`src/rtl/alu_result_pkg.sv`:
```
// alu_result_pkg: opcode encodings shared by the ALU core and the result buffer.
package alu_result_pkg;
    localparam logic [2:0] OP_ADD = 3'b000;
    localparam logic [2:0] OP_SUB = 3'b001;
    localparam logic [2:0] OP_AND = 3'b010;
    localparam logic [2:0] OP_OR  = 3'b011;
    localparam logic [2:0] OP_XOR = 3'b100;
    localparam logic [2:0] OP_NOT = 3'b101;
    localparam logic [2:0] OP_SHL = 3'b110;
    localparam logic [2:0] OP_SHR = 3'b111;
endpackage

```
`src/rtl/alu_core.sv`:
```
// alu_core: combinational 8-op ALU with carry/borrow/shifted-out bit.
module alu_core
    import alu_result_pkg::*;
#(
    parameter int WIDTH = 8
) (
    input  logic [WIDTH-1:0] a,
    input  logic [WIDTH-1:0] b,
    input  logic [2:0]       sel,
    output logic [WIDTH-1:0] res,
    output logic             carry
);
    logic [WIDTH:0] sum;
    logic [WIDTH:0] diff;
    assign sum  = {1'b0, a} + {1'b0, b};
    assign diff = {1'b0, a} - {1'b0, b};
    always_comb begin
        res   = '0;
        carry = 1'b0;
        case (sel)
            OP_ADD: begin res = sum[WIDTH-1:0];  carry = sum[WIDTH];  end
            OP_SUB: begin res = diff[WIDTH-1:0]; carry = diff[WIDTH]; end
            OP_AND: res = a & b;
            OP_OR:  res = a | b;
            OP_XOR: res = a ^ b;
            OP_NOT: res = ~a;
            OP_SHL: begin res = a << 1; carry = a[WIDTH-1]; end
            default: begin res = a >> 1; carry = a[0]; end
        endcase
    end
endmodule

```
`src/rtl/alu_result_buffer.sv`:
```
// alu_result_buffer: ALU whose results are queued in a FIFO and popped into registered outputs.
// Define ALU_RESULT_BUFFER_CARRY_EN to store a carry bit per entry and expose carryFlag.
module alu_result_buffer
    import alu_result_pkg::*;
#(
    parameter int WIDTH = 8,
    parameter int DEPTH = 64,
    localparam int AW = $clog2(DEPTH)
) (
    input  logic             clk,
    input  logic             rst_n,
    input  logic [WIDTH-1:0] a,
    input  logic [WIDTH-1:0] b,
    input  logic [2:0]       sel,
    input  logic             en,
    input  logic             rd,
    output logic [WIDTH-1:0] dataOut,
    output logic             valid,
    output logic             zeroFlag,
`ifdef ALU_RESULT_BUFFER_CARRY_EN
    output logic             carryFlag,
`endif
    output logic             full,
    output logic             empty,
    output logic [AW:0]      count,
    output logic             overflow
);
    localparam logic [AW:0] FULL_CNT = (AW+1)'(DEPTH);

    logic [WIDTH-1:0] alu_res;
    logic             alu_carry;
    logic [WIDTH-1:0] mem [DEPTH];
    logic [AW-1:0]    wr_ptr_q, wr_ptr_d, rd_ptr_q, rd_ptr_d;
    logic [AW:0]      count_q, count_d;
    logic [WIDTH-1:0] data_out_q, data_out_d;
    logic             valid_q, valid_d, zero_q, zero_d, ovf_q, ovf_d;
    logic             wr, pop;

    alu_core #(.WIDTH(WIDTH)) u_alu (
        .a    (a),
        .b    (b),
        .sel  (sel),
        .res  (alu_res),
        .carry(alu_carry)
    );

    assign full  = count_q == FULL_CNT;
    assign empty = count_q == '0;
    assign wr    = en && !full;
    // en wins over rd, so a pop only happens on a cycle with no write request
    assign pop   = !en && rd && !empty;

    always_comb begin
        wr_ptr_d   = wr ? wr_ptr_q + 1'b1 : wr_ptr_q;
        rd_ptr_d   = pop ? rd_ptr_q + 1'b1 : rd_ptr_q;
        count_d    = wr ? count_q + 1'b1 : pop ? count_q - 1'b1 : count_q;
        data_out_d = pop ? mem[rd_ptr_q] : data_out_q;
        zero_d     = pop ? mem[rd_ptr_q] == '0 : zero_q;
        valid_d    = pop;
        ovf_d      = ovf_q || (en && full);
    end

    always_ff @(posedge clk) begin
        if (wr) mem[wr_ptr_q] <= alu_res;
    end

    always_ff @(posedge clk or negedge rst_n) begin
        if (!rst_n) begin
            wr_ptr_q   <= '0;
            rd_ptr_q   <= '0;
            count_q    <= '0;
            data_out_q <= '0;
            valid_q    <= 1'b0;
            zero_q     <= 1'b0;
            ovf_q      <= 1'b0;
        end else begin
            wr_ptr_q   <= wr_ptr_d;
            rd_ptr_q   <= rd_ptr_d;
            count_q    <= count_d;
            data_out_q <= data_out_d;
            valid_q    <= valid_d;
            zero_q     <= zero_d;
            ovf_q      <= ovf_d;
        end
    end

`ifdef ALU_RESULT_BUFFER_CARRY_EN
    logic carry_mem [DEPTH];
    logic carry_q, carry_d;
    assign carry_d = pop ? carry_mem[rd_ptr_q] : carry_q;
    always_ff @(posedge clk) begin
        if (wr) carry_mem[wr_ptr_q] <= alu_carry;
    end
    always_ff @(posedge clk or negedge rst_n) begin
        if (!rst_n) carry_q <= 1'b0;
        else        carry_q <= carry_d;
    end
    assign carryFlag = carry_q;
`else
    logic alu_carry_unused;
    assign alu_carry_unused = alu_carry;
`endif

    assign dataOut  = data_out_q;
    assign valid    = valid_q;
    assign zeroFlag = zero_q;
    assign count    = count_q;
    assign overflow = ovf_q;
endmodule

```
`config.mk`:
```
export PLATFORM = sky130hd
export DESIGN_NAME = alu_result_buffer
export DESIGN_NICKNAME = d
export VERILOG_FILES = /design/src/rtl/alu_result_pkg.sv /design/src/rtl/alu_core.sv /design/src/rtl/alu_result_buffer.sv
export SDC_FILE = /design/constraint.sdc
export NUM_CORES = 1
export LEC_CHECK = 0
export ABC_AREA = 1
export CORE_MARGIN = 1
export CORE_UTILIZATION = 30
export CTS_CLUSTER_SIZE = 12
export DETAILED_ROUTE_END_ITERATION = 7
export PLACE_DENSITY_LB_ADDON = 0.15
export SYNTH_ARGS = -nofsm -noshare
export SYNTH_HDL_FRONTEND = slang
export SYNTH_SLANG_ARGS = --single-unit
```
`constraint.sdc`:
```
create_clock -name clk -period 6.7 [get_ports clk]
set_input_delay 0.67 -clock clk [delete_from_list [all_inputs] [get_ports clk]]
set_output_delay 0.67 -clock clk [all_outputs]
set_load 0.01 [all_outputs]
```
Word-level counts from Yosys, hierarchy flattened. Memory sizes are Yosys's and may differ from the RTL's. Index checks and enable logic that the tools add are counted.

Add/subtract/negate cells: 6. Equal/unequal tests: 7. Muxes and demuxes: 5. Bitwise logic cells: 4. Reductions and logical operators: 12.

Operators by type and width (number): $pmux 8 s7 (1); $mux 7 (2); $add 6x1->6 const B (2); $eq 3x3->1 const B (3); $add 8x8->8 (1); $and 8x8->8 (1); $logic_not 8->1 (1); $not 8->8 (1); $or 8x8->8 (1); $sub 8x8->8 (1); $xor 8x8->8 (1); $add 7x1->7 const B (1); $eq 7x7->1 const B (1); $logic_not 7->1 (1); $sub 7x1->7 const B (1); $eq 3x2->1 const B (2); $logic_and 1x1->1 (4); $eq 3x1->1 const B (1); $logic_not 1->1 (3); $logic_not 3->1 (1); $mux 1 (2); $reduce_bool 2->1 (1); $logic_or 1x1->1 (1).

Register bits: 30. Bits in writable memories: 512. Bits of input ports: 23. Output and inout port bits: 20. Logic and storage cells: 42. Memories: 1.

Memories: mem (words 64, bits a word 8, read ports 1, clocked after memory_dff 0, write ports 1, RTL line alu_result_buffer.sv:32) `logic [WIDTH-1:0] mem [DEPTH];`.

Longest topological paths before layout.
Depth in word-level cells: 5. Depth in mapped cells: 17. Mapped depth without buffers: 17.

Modules after synthesis. A second synthesis with hierarchy kept.

Cell total of the unflattened synthesis: 2218. Area total of the unflattened synthesis: 23839.1 um2.

Modules (own cells, without submodules): alu_result_buffer (times used 1, cells each 1976, area an instance 22501.6 um2, seq. area each 16125.5 um2); alu_core (times used 1, cells each 242, area an instance 1337.5 um2, seq. area each 0.0 um2).

Least setup slack after synthesis. OpenSTA, ideal clock, no wires.

Path kind: input port to flip-flop. Start: input port sel[0]. End: memory mem[0][4], data pin. Library setup time: 0.582 ns. Arrival: 4.156 ns. Required time: 6.118 ns. Path slack: 1.962 ns. Stages: 12. Path buffers: 0. Cell sequence: inv_1 nor3_1 inv_1 nand2_1 o21ai_0 fa_1 inv_1 a21oi_1 o21ai_0 or2_2 nand3_1 a32oi_1.

Cells in the longest elaborated chain, start to end: 2. Elaborated cells on any way between the ends: 8. Those cells by class: eq/ne (6); mux (1); reduce/logical (1).

RTL lines: from (decl) (RTL line alu_result_buffer.sv:14) `input logic [2:0] sel,`; $eq 3x3->1, or another cell as far along (RTL line alu_core.sv:20) `case (sel)`; $pmux 8 s7 (*) (RTL line alu_core.sv:20); named net alu_res[4] (RTL line alu_result_buffer.sv:30) `logic [WIDTH-1:0] alu_res;`; to (decl) (RTL line alu_result_buffer.sv:32).

The timed path passes the listed nets; every way through them passes the cells marked *.

Worst setup path after layout.
Start: input port sel[2]. End: memory mem[10][4], data pin.

The elaborated chain is that of the path after synthesis.

==> impl.org <==
** Outcome
- The run finished with clean final reports.

** CTS
- Number of buffers created by CTS :: 60
- The clock passes through at most 3 buffers.
- Clock slew at reported path FFs :: 0.06 ns
- The clock drives 542 sinks.
- Buffers added to address setup during post-CTS repair amount to 0.
- The cell sitting at the root of the clock tree is a sky130_fd_sc_hd__clkbuf_16.
- For this design, the CTS-stage hold fixing added 0 buffers.
- In this run the number of H-tree levels came out at 2.
- Post-cts resize count :: 0
- Clock latency on the worst-skew pair, taken at its later pin, is 0.62 ns.
- TritonCTS clock tree :: yes

** Synth
- Most common flop cell mapped by yosys :: sky130_fd_sc_hd__edfxtp_1
- Synthesis warning total :: 0
- The cell area that synthesis handed to floorplanning was 23,600 µm².
- Yosys mapped a number of flops with a built-in enable equal to 512.
- In the synthesized netlist, the number of instances is 2,147.
- Among all cell types in the netlist, the one instantiated most often is sky130_fd_sc_hd__edfxtp_1.
- Synthesis instantiated 37 different standard cells from the library.
- The number of nets handed over by synthesis was 2,203.
- Main area contributors after synthesis :: sky130_fd_sc_hd__edfxtp_1 (65%), sky130_fd_sc_hd__nand2_1 (7.4%), sky130_fd_sc_hd__nor2_1 (5.8%)
- Leading post-synthesis cells by instance count :: sky130_fd_sc_hd__edfxtp_1 (512), sky130_fd_sc_hd__nand2_1 (466), sky130_fd_sc_hd__nor2_1 (364)
- Cell taking the most area after synthesis :: sky130_fd_sc_hd__edfxtp_1
- The share of the Yosys chip area taken by registers is 68.5%.
- Post-synth top area share :: 65.3%
- Synthesis inferred 542 register bits.
- Synthesized area per cell :: 11.0 µm²
- Of all flip-flops after synthesis, the portion carrying an async set or reset was 5.54%.

** Detailed routing
- Top layer in use :: met4
- DR WL/cell :: 20.6 µm
- In the detailed route, the total length drawn on met3 is 3700 µm.
- The first detailed-routing pass ran for 5 iterations.
- Routed metal-1 wire length :: 30,400 µm
- The routed design uses 31,200 µm of met2 wire.
- After the first detailed-routing iteration, the DRC count stood at 1,283.
- After detailed routing, the number of remaining DRC violations is 0.
- Mean number of vias per cell :: 4.79
- Overall via count from detail_route :: 15,600
- Post-Route WL :: 66,800 µm
- Number of nets with antenna violations after detailed routing :: 0

** Critical path
- The worst setup path is captured at a flip-flop.
- For the worst setup path, the data required time is 7.13 ns.
- Data arrival at the endpoint of the critical path :: 4.67 ns
- Top fanout value on the critical path :: 34
- Startpoint class of the critical path :: input pin
- Crit Path Category :: input pin to flip-flop

** Placed design
- Pre-CTS WS :: 1.83 ns
- The congestion estimate from routability-driven global placement came to 0.821.
- Buffers placed on the I/O ports in this run total 42.
- HPWL reported at the end of detailed placement :: 39,500 µm

** Global route
- The first global-routing pass estimated 101,000 µm of wire.
- After global routing the overflow that remains totals 0.
- Antenna violations before repair :: 0
- The number of global-route vias before repair was 15,600.
- Total track usage :: 17.0%
- Maximum number of pins on one net before global-route repair :: 167

** Timing
- Worst clock skew :: 0.0208 ns
- After layout, the worst path uses 63.4% of the clock period.
- The smallest clock period supported by the final layout is computed as 4.25 ns.
- RSZ-0062 raised after global routing :: no
- Min setup slack post-route :: 2.45 ns
- Slew @ Worst Pin :: 1.18 ns
- Final-report setup violation count :: 0
- Adding up every negative setup slack in the final design gives 0 ns.
- Derived from the worst setup path, the maximum achievable clock frequency is 236 MHz.
- Number of hold violations in the final report :: 0
- The number of slew-limit violations in the final report is 0.
- In this run the tightest slew margin relative to its limit is 21.4%.

** Pwr
- The internal power of the cells totals 6.81 mW.
- Combinational group share of total power :: 34.3%
- Summed over all cells, the static leakage comes to 9.63 nW.
- Clock power share :: 27.7%
- Fraction of power spent switching nets :: 38.7%
- Total net switching power :: 4.31 mW
- Dividing total power by cell area gives a power density of 415 nW/µm².
- IR analysis of the VDD net gives a maximum drop of 0.261 mV.
- Flop pwr share :: 38.0%

** Worst hold path
- Class of the tightest hold or removal check :: input pin to asynchronous set/reset pin

** Finish
- In the final layout, flip-flops and latches occupy 16,100 µm².
- Of the cells placed in the final design, the portion with a size suffix greater than 1 is 5.67%.
- Nets@finish :: 2,217
- Fill cells :: 7,817
- Area grow syn2layout :: 13.7%
- Final Util :: 34.5%
- Area of the multi-input gates :: 6520 µm²

** Floorplan
- For this configuration, the core starts out at a cell density of 30.4%.
- Horiz. Die Dim :: 282 µm
- The core region is 77,600 µm².
- Row count :: 102
- The die is 282 µm tall.
- The die covers 79,600 µm².
- Number of top-level pins :: 43

** Job
- Across the run, the number of max-cap violations was 0.
## sequential cells by signal (all words and copies together), names as in the netlist
register and cells:
rd_ptr_q 6, overflow 1, valid 1, wr_ptr_q 6
dataOut 8, count 7, mem 512, zeroFlag 1
## stage by stage
step / cells / cell area (µm²) / hold slack, ns / power (mW)
2_1_floorplan: 2147 / 23600 / 0.374 / 6.76
4_1_cts: 3244 / 26800 / 0.151 / 11.3
6_report: 3245 / 26800 / 0.146 / 11.1
3_3_place_gp: 3139 / 25000 / 0.441 / 8.14
3_5_place_dp: 3139 / 25000 / 0.459 / 8.16
5_1_grt: 3244 / 26800 / 0.177 / 11.8
## cells by family (layout without fill, tap and decap cells)
| logic type | Yosys count | in the layout | synth area share, % |
|---|---|---|---|
| AO/OA/AOI/OAI | 250 | 250 | 5.82 |
| XOR/XNOR | 19 | 19 | 0.707 |
| adder cells (fa/ha/maj) | 33 | 33 | 1.82 |
| buffers and inverters | 221 | 278 | 4.47 |
| flip-flops | 542 | 542 | 68.5 |
| other | 0 | 1 | 0 |
| AND/OR/NAND/NOR | 1082 | 1082 | 18.7 |
## cells in the final DEF (no fill, tap or decap), types with 5 or more instances in the layout
| cell | n |
|---|---|
| sky130_fd_sc_hd__a311oi_1 | 6 |
| sky130_fd_sc_hd__a31oi_1 | 10 |
| sky130_fd_sc_hd__clkinv_1 | 14 |
| sky130_fd_sc_hd__nand2_1 | 466 |
| sky130_fd_sc_hd__buf_4 | 16 |
| sky130_fd_sc_hd__or2_2 | 11 |
| sky130_fd_sc_hd__o21ai_1 | 14 |
| sky130_fd_sc_hd__edfxtp_1 | 512 |
| sky130_fd_sc_hd__o2111ai_4 | 5 |
| sky130_fd_sc_hd__inv_1 | 106 |
| sky130_fd_sc_hd__clkbuf_16 | 61 |
| sky130_fd_sc_hd__nor3_1 | 7 |
| sky130_fd_sc_hd__clkbuf_1 | 17 |
| sky130_fd_sc_hd__ha_1 | 31 |
| sky130_fd_sc_hd__clkdlybuf4s50_1 | 41 |
| sky130_fd_sc_hd__o22ai_1 | 8 |
| sky130_fd_sc_hd__xor2_1 | 18 |
| sky130_fd_sc_hd__dfrtp_1 | 28 |
| sky130_fd_sc_hd__o211ai_1 | 15 |
| sky130_fd_sc_hd__nor2_1 | 364 |
| sky130_fd_sc_hd__clkinv_2 | 11 |
| sky130_fd_sc_hd__o21ai_0 | 144 |
| sky130_fd_sc_hd__nand3_1 | 217 |
| sky130_fd_sc_hd__a21oi_1 | 41 |
| sky130_fd_sc_hd__nand4_1 | 9 |
## final cells by class
class / instances / share of cell area (%)
diodes: 1 / 0.00935
clock buffers: 78 / 5.94
clock inverters: 27 / 0.738
inverters: 112 / 1.60
multi-input cells: 1384 / 24.4
flip-flops and latches: 542 / 60.3
well taps: 1040 / 4.86
repair buffers: 61 / 2.22
## critical path, stage by stage
cell                              delay [ns]
sky130_fd_sc_hd__clkdlybuf4s50_1        0.63
sky130_fd_sc_hd__nor3_1                 0.59
sky130_fd_sc_hd__inv_1                  0.19
sky130_fd_sc_hd__nand2_1                0.09
sky130_fd_sc_hd__o21ai_0                0.13
sky130_fd_sc_hd__fa_1                   0.39
sky130_fd_sc_hd__inv_1                  0.09
sky130_fd_sc_hd__a21oi_1                0.07
sky130_fd_sc_hd__o21ai_0                0.22
sky130_fd_sc_hd__or2_2                  0.15
sky130_fd_sc_hd__nand3_1                0.11
sky130_fd_sc_hd__a32oi_4                1.00
sky130_fd_sc_hd__buf_12                 0.30
## routing by layer
metal	track usage, %	vias up
met5	0	-
met4	4.67	0
met3	3.12	94
met2	27.6	377
met1	23.4	7659
li1	-	7425
## worst paths after layout
path                             start     endpoint  slack (ns)  cells after the start
max reg2reg                rd_ptr_q[2]     zeroFlag        3.05                     13
max in group asynchronous        rst_n  rd_ptr_q[0]        5.91                      1
min                              rst_n     count[0]        0.15                      1
min in group clk              overflow     overflow        0.46                      1
max                             sel[2]   mem[10][4]        2.45                     13
min reg2reg                   overflow     overflow        0.46                      1
## power by group through the flow
stage	Clock, mW	Sequential (mW)	Combinational (mW)
6_report	3.08	4.22	3.82
5_1_grt	3.28	4.25	4.27
4_1_cts	3.16	4.22	3.88
3_5_place_dp	0	4.29	3.87
3_3_place_gp	0	4.29	3.85
2_1_floorplan	0	4.20	2.56
No activity file was read; power rests on OpenSTA's default activity.
